<file path="config.mk">
export PLATFORM = sky130hd
export DESIGN_NAME = ffe_coef_ctrl
export DESIGN_NICKNAME = d
export VERILOG_FILES = /design/src/rtl/ffe_coef_ctrl.sv
export SDC_FILE = /design/constraint.sdc
export NUM_CORES = 1
export LEC_CHECK = 0
export BUFFER_PORTS_ARGS = -buffer_cell sky130_fd_sc_hd__buf_2
export CAP_MARGIN = 0
export CELL_PAD_IN_SITES_DETAIL_PLACEMENT = 0
export CELL_PAD_IN_SITES_GLOBAL_PLACEMENT = 2
export CORE_MARGIN = 2
export CORE_UTILIZATION = 30
export CTS_CLUSTER_SIZE = 16
export DETAILED_ROUTE_END_ITERATION = 16
export GPL_ROUTABILITY_DRIVEN = 0
export GPL_TIMING_DRIVEN = 0
export PLACE_DENSITY = 0.73
export SETUP_SLACK_MARGIN = 0.15
export SYNTH_ARGS = -nofsm -noshare
export SYNTH_HDL_FRONTEND = slang
export SYNTH_SLANG_ARGS = --single-unit
export TNS_END_PERCENT = 1
</file>
<file path="constraint.sdc">
create_clock -name i_clk -period 2.6 [get_ports i_clk]
set_clock_uncertainty 0.15 [all_clocks]
set_input_delay 0.13 -clock i_clk [delete_from_list [all_inputs] [get_ports i_clk]]
set_output_delay 0.13 -clock i_clk [all_outputs]
set_load 0.005 [all_outputs]
</file>
<file path="src/rtl/ffe_coef_ctrl.sv">
// ffe_coef_ctrl: shadow/active FFE coefficient banks with a
// symbol-aligned atomic commit and the symbol strobe generator.
module ffe_coef_ctrl #(
  parameter int COEF_BW   = 9,
  parameter int N_COEF    = 7,
  parameter int ADDR_BW   = 3,
  parameter int OS_FACTOR = 4,
  parameter logic signed [COEF_BW-1:0] CENTER_INIT = 9'sd128
) (
  input  logic                      i_clk,
  input  logic                      i_rst,
  input  logic                      i_run,
  output logic                      o_en,
  input  logic                      i_wr_valid,
  output logic                      o_wr_ready,
  input  logic [ADDR_BW-1:0]        i_wr_addr,
  input  logic [COEF_BW-1:0]        i_wr_data,
  input  logic                      i_commit,
  input  logic                      i_load_init,
  output logic                      o_commit_pend,
  output logic                      o_commit_done,
  output logic                      o_addr_err,
  output logic [COEF_BW*N_COEF-1:0] o_coefs
);

  localparam int CNT_BW = $clog2(OS_FACTOR);
  localparam logic [CNT_BW-1:0] CNT_MAX = CNT_BW'(OS_FACTOR - 1);
  localparam int CENTER = N_COEF / 2;

  typedef enum logic {
    IDLE,
    PEND
  } state_t;

  state_t state;
  state_t state_nxt;

  logic [CNT_BW-1:0]  cnt;
  logic               en;
  logic               wr_ready;
  logic               wr_acc;
  logic               load;
  logic               swap;
  logic               addr_ok;
  logic               done;
  logic               aerr;
  logic [COEF_BW-1:0] shadow [N_COEF];
  logic [COEF_BW-1:0] active [N_COEF];

  function automatic logic [COEF_BW-1:0] init_val(input int i);
    return (i == CENTER) ? CENTER_INIT : '0;
  endfunction

  // Symbol divider; cnt parks at 0 while stopped.
  always_ff @(posedge i_clk) begin
    if (i_rst) begin
      cnt <= '0;
      en  <= 1'b0;
    end else begin
      en <= i_run && (cnt == CNT_MAX);
      if (!i_run || cnt == CNT_MAX) begin
        cnt <= '0;
      end else begin
        cnt <= cnt + 1'b1;
      end
    end
  end

  assign addr_ok = ({1'b0, i_wr_addr} < (ADDR_BW + 1)'(N_COEF));

  always_ff @(posedge i_clk) begin
    if (i_rst) begin
      state <= IDLE;
    end else begin
      state <= state_nxt;
    end
  end

  always_comb begin
    state_nxt = state;
    wr_ready  = 1'b0;
    wr_acc    = 1'b0;
    load      = 1'b0;
    swap      = 1'b0;
    unique case (state)
      IDLE: begin
        wr_ready = 1'b1;
        wr_acc   = i_wr_valid;
        load     = i_load_init;
        if (i_commit) begin
          state_nxt = PEND;
        end
      end
      PEND: begin
        // A stopped divider never strobes, so swap right away.
        if (en || !i_run) begin
          swap      = 1'b1;
          state_nxt = IDLE;
        end
      end
    endcase
  end

  always_ff @(posedge i_clk) begin
    if (i_rst) begin
      for (int i = 0; i < N_COEF; i++) begin
        shadow[i] <= init_val(i);
      end
    end else if (load) begin
      for (int i = 0; i < N_COEF; i++) begin
        shadow[i] <= init_val(i);
      end
    end else if (wr_acc && addr_ok) begin
      for (int i = 0; i < N_COEF; i++) begin
        if (i_wr_addr == ADDR_BW'(i)) begin
          shadow[i] <= i_wr_data;
        end
      end
    end
  end

  always_ff @(posedge i_clk) begin
    if (i_rst) begin
      for (int i = 0; i < N_COEF; i++) begin
        active[i] <= init_val(i);
      end
    end else if (swap) begin
      for (int i = 0; i < N_COEF; i++) begin
        active[i] <= shadow[i];
      end
    end
  end

  always_ff @(posedge i_clk) begin
    if (i_rst) begin
      done <= 1'b0;
      aerr <= 1'b0;
    end else begin
      done <= swap;
      aerr <= wr_acc && !load && !addr_ok;
    end
  end

  always_comb begin
    o_coefs = '0;
    for (int i = 0; i < N_COEF; i++) begin
      o_coefs[i*COEF_BW +: COEF_BW] = active[i];
    end
  end

  assign o_en          = en;
  assign o_wr_ready    = wr_ready;
  assign o_commit_pend = (state == PEND);
  assign o_commit_done = done;
  assign o_addr_err    = aerr;

endmodule

</file>
# Yosys cells after proc, flatten, opt, wreduce, memory -nomap -nowiden
# Memory sizes are Yosys's and may differ from the RTL's.
# Index checks and enable logic that the tools add are counted.
# Widths: inputs -> output; s select.
[classes] addsub=1 magnitude_cmp=1 reduce_logical=11 bitwise=22 eq_ne=7 n_mux=72
[op_table] cell="$mux 9" n=21
[op_table] cell="$mux 1" n=50
[op_table] cell="$or 1x1->1" n=21
[op_table] cell="$eq 3x3->1 const B" n=3
[op_table] cell="$eq 3x2->1 const B" n=2
[op_table] cell="$logic_and 1x1->1" n=4
[op_table] cell="$eq 3x1->1 const B" n=1
[op_table] cell="$logic_not 1->1" n=3
[op_table] cell="$logic_not 3->1" n=1
[op_table] cell="$lt 3x3->1 const B" n=1
[op_table] cell="$add 2x1->2 const B" n=1
[op_table] cell="$eq 2x2->1 const B" n=1
[op_table] cell="$logic_or 1x1->1" n=2
[op_table] cell="$pmux 1 s2" n=1
[op_table] cell="$reduce_or 2->1" n=1
[op_table] cell="$not 1->1" n=1
[word_totals] ram_bits=126 in_bits=18 output_inout_bits=68 mem_count=2 reg_bits=6
[mem_list] memory="active" depth=7 width=9 read_ports=7 rd_clocked_by_memory_dff=0 wr=7 line="48" source="logic [COEF_BW-1:0] active [N_COEF];"
[mem_list] memory="shadow" depth=7 width=9 read_ports=7 rd_clocked_by_memory_dff=0 wr=7 line="47" source="logic [COEF_BW-1:0] shadow [N_COEF];"

# Longest topological paths before layout
[depth] word_depth=8 ltp_mapped=5 depth_no_buf=2

# Worst setup path before layout
# OpenSTA, ideal clock, no wires.
[synth_path] kind="flip-flop to flip-flop" start="register state (netlist: o_commit_pend)" end="memory active[0][0] (enable)" stages_incl_launch_ff=4 period_less_slack_ns=2.669 slack_ns=-0.069 path_buffers=2 arrival_ns=2.100 path_cell_list="dfxtp_1 buf_2 clkbuf_1 a21o_1"
[synth_rtl] element="start: declaration" line="35" source="state_t state;"
[synth_rtl] element="start signal: assignment" line="75" source="state <= state_nxt;"
[synth_rtl] element="end: declaration" line="48"

==> flow_summary.ini <==
[status]
status = completed

[global_routing]
antenna_found_initial = 0
overflow = 0
grt_start_max_net_pins = 64
grtUsageTotal = 0.137
grt_pass1_wl_um = 18600
grt_pass1_vias = 3327

[placed_design]
port_buffers = 83
hpwlAfterDp_um = 8200
placed_area_um2 = 6030

[setup_path]
cp_data_required_time_ns = 2.48
start_kind = input port
cp_data_arrival_time_ns = 2.24
crit_path_end_kind = flip-flop
path_class = in -> reg
cp_max_fo = 10
reg2regPathDepth = 4

[pwr]
switching_power_mw = 1.04
p_comb_frac = 0.065
power_mw = 4.98
p_per_area_nw_per_um2 = 751
netSwitchingFraction = 0.210
power_frac_seq = 0.500
vdd_ir_drop_max_v = 0.000487
p_leak_nw = 2.51
power_frac_clock = 0.434
internal_power_mw = 3.93

[route]
route.detailed.drc = 0
vias_per_cell = 4.77
drtIter0Drc = 221
postRouteAntennaNets = 0
dr.pass1.iters = 4
vias = 3270
wl_um = 12000
wl_per_cell_um = 17.5

[finish]
design_area_um2 = 6630
final_nets = 470
drive_gt1_frac = 0.282
syn2layout_area_growth_pct = 24.7
n_antenna_cell = 0
n_fill_cell = 1677

[clocking]
htree_levels = 4
cts_root_buf = clkbuf_16
cts_num_sinks = 132
clk_latency_ns = 0.41
clock_path_buffers = 2
cts_made_buffers = 17
clk_transition_reported_paths_ns = 0.05
cts_tree = done

[floorplanning]
die_y_um = 137
die_w_um = 137
dieArea_um2 = 18800
num_rows = 48
ioPinCount = 86
core_area_um2 = 17300
initial_core_util = 0.307

[synth]
synth_seq_area_share = 0.734
ys_seq_elements = 132
syn-instance-count = 340
syn_nets = 359
synth_cell_types = 34
syn_area_per_cell_um2 = 15.6
synth_area_um2 = 5320
yosys_warnings = 0

[sta]
finalCritPeriodShare = 0.910
rsz0062_at_grt = yes
relSlewSlack = 0.392
hold_viol_final = 0
max_freq_ghz = 0.423
setup_viol = 0
fin_crit_ns = 2.37
slew_viol_final = 0
worst_pin_slew_ns = 0.908

[worst_hold_path]
hold_depth = 2
hold_path_class = in -> reg

[run]
maxCapViolCount = 0
==> what timing repair did <==
item                                   4_1_cts  5_1_grt
buffers inserted                             0        1
hold buffers                                 6        0
endpoints found under the hold margin        6        0
setup endpoints to repair                   63       29
gates resized for setup                      1        0
pin swaps                                    0        1
==> metal layers <==
metal | global-route usage | vias to the layer above | routed length, um | part of all wire
met5 | 0 | - | 0 | 0
met4 | 0.0590 | 0 | 228 | 0.019
met3 | 0.0422 | 17 | 892 | 0.074
met2 | 0.211 | 101 | 5650 | 0.47
met1 | 0.178 | 1571 | 5260 | 0.44
li1 | - | 1581 | - | -
==> power groups by stage <==
stage | registers (mW) | logic (mW) | clock network, mW
finish | 2.49 | 0.324 | 2.16
global route | 2.50 | 0.361 | 2.30
CTS | 2.49 | 0.329 | 2.21
detailed placement | 2.53 | 0.320 | 0
global placement | 2.53 | 0.308 | 0
floorplan | 2.53 | 0.158 | 0
==> state kept, by name, summed over array words and instances (netlist names) <==
signal and count:
active 63, cnt 2, o_addr_err 1, o_commit_done 1, o_commit_pend 1, o_en 1, shadow 63
==> cells in the mapped netlist, drive strengths merged <==
| library cell | count | area (um2) |
|---|---|---|
| o311ai | 2 | 17.5 |
| inv | 11 | 41.3 |
| nor4bb | 1 | 10.0 |
| nand4b | 1 | 8.76 |
| clkbuf | 30 | 113 |
| o21bai | 1 | 7.51 |
| nand4bb | 2 | 22.5 |
| a21o | 1 | 7.51 |
| or4 | 1 | 7.51 |
| or3 | 1 | 6.26 |
| nor2b | 10 | 62.6 |
| ha | 1 | 12.5 |
| nand2 | 1 | 3.75 |
| nor2 | 1 | 3.75 |
| or4b | 3 | 30.0 |
| nand3b | 1 | 7.51 |
| or3b | 2 | 17.5 |
| nor3 | 45 | 282 |
| dfxtp | 6 | 120 |
| and4 | 53 | 464 |
| and3 | 2 | 12.5 |
| nor4b | 1 | 8.76 |
| o211ai | 5 | 37.5 |
| buf | 9 | 66.3 |
| nor4 | 9 | 56.3 |
| a211oi | 10 | 80.1 |
| nand2b | 4 | 25.0 |
| edfxtp | 126 | 3780 |
==> worst max-delay path, cell delays in order <==
cell,delay (ns)
dlygate4sd3_1,0.52
buf_2,0.18
or4_1,0.40
clkbuf_1,0.23
o211ai_1,0.77
==> cell families after synthesis <==
group | Yosys count | share of synthesized area
buffers and inverters | 50 | 0.0414
AND/OR/NAND/NOR | 138 | 0.194
adder cells (fa/ha/maj) | 1 | 0.00235
AO/OA/AOI/OAI | 19 | 0.0282
flip-flops | 132 | 0.734
==> area by class of cell <==
| type | count | area, um2 | area share |
|---|---|---|---|
| flip-flops and latches | 132 | 3900 | 0.589 |
| multi-input cells | 158 | 1200 | 0.181 |
| well taps | 225 | 282 | 0.0425 |
| clock buffers | 20 | 437 | 0.0659 |
| inverters | 11 | 41.3 | 0.00623 |
| repair buffers | 92 | 495 | 0.0748 |
| plain buffers | 39 | 179 | 0.0270 |
| clock inverters | 9 | 90.1 | 0.0136 |
==> worst paths after layout <==
kind | startpoint | to | slack, ns
worst max-delay path | i_load_init | shadow[0][6] | 0.23
worst min-delay path | i_wr_addr[0] | shadow[4][1] | 0.07
worst max register to register | o_commit_pend | shadow[5][2] | 0.27
worst min register to register | cnt[0] | cnt[0] | 0.29
==> metrics by stage <==
stage,worst slack [ns],setup TNS (ns),util,std cells,hold WS [ns]
after global placement,-0.331,-5.52,0.348,648,0.259
after detailed placement,-0.108,-6.43,0.348,650,0.266
after CTS,0.163,0,0.383,685,0.0549
after floorplan,0.210,0,-,340,0.0590
final,0.234,0,0.383,686,0.0657
after global routing,0.108,0,0.383,686,0.0712
==> cell usage in the layout, fill, tap and decap left out, drive strengths merged <==
cell | Yosys | final
bufinv | 0 | 2
nor4bb | 1 | 1
and3 | 2 | 2
o311ai | 2 | 2
nor2b | 10 | 10
nor4b | 1 | 1
nor4 | 9 | 9
edfxtp | 126 | 126
or3 | 1 | 1
or3b | 2 | 2
a21o | 1 | 1
inv | 11 | 11
nand2b | 4 | 4
nand3b | 1 | 1
nor2 | 1 | 1
clkinv | 0 | 7
nand4b | 1 | 1
dlygate4sd3 | 0 | 6
nand4bb | 2 | 2
and4 | 53 | 53
clkbuf | 30 | 50
or4b | 3 | 3
nand2 | 1 | 1
dfxtp | 6 | 6
or4 | 1 | 1
o211ai | 5 | 5
o21bai | 1 | 1
nor3 | 45 | 45
buf | 9 | 95
ha | 1 | 1
a211oi | 10 | 10
(Power assumes the default switching activity.)
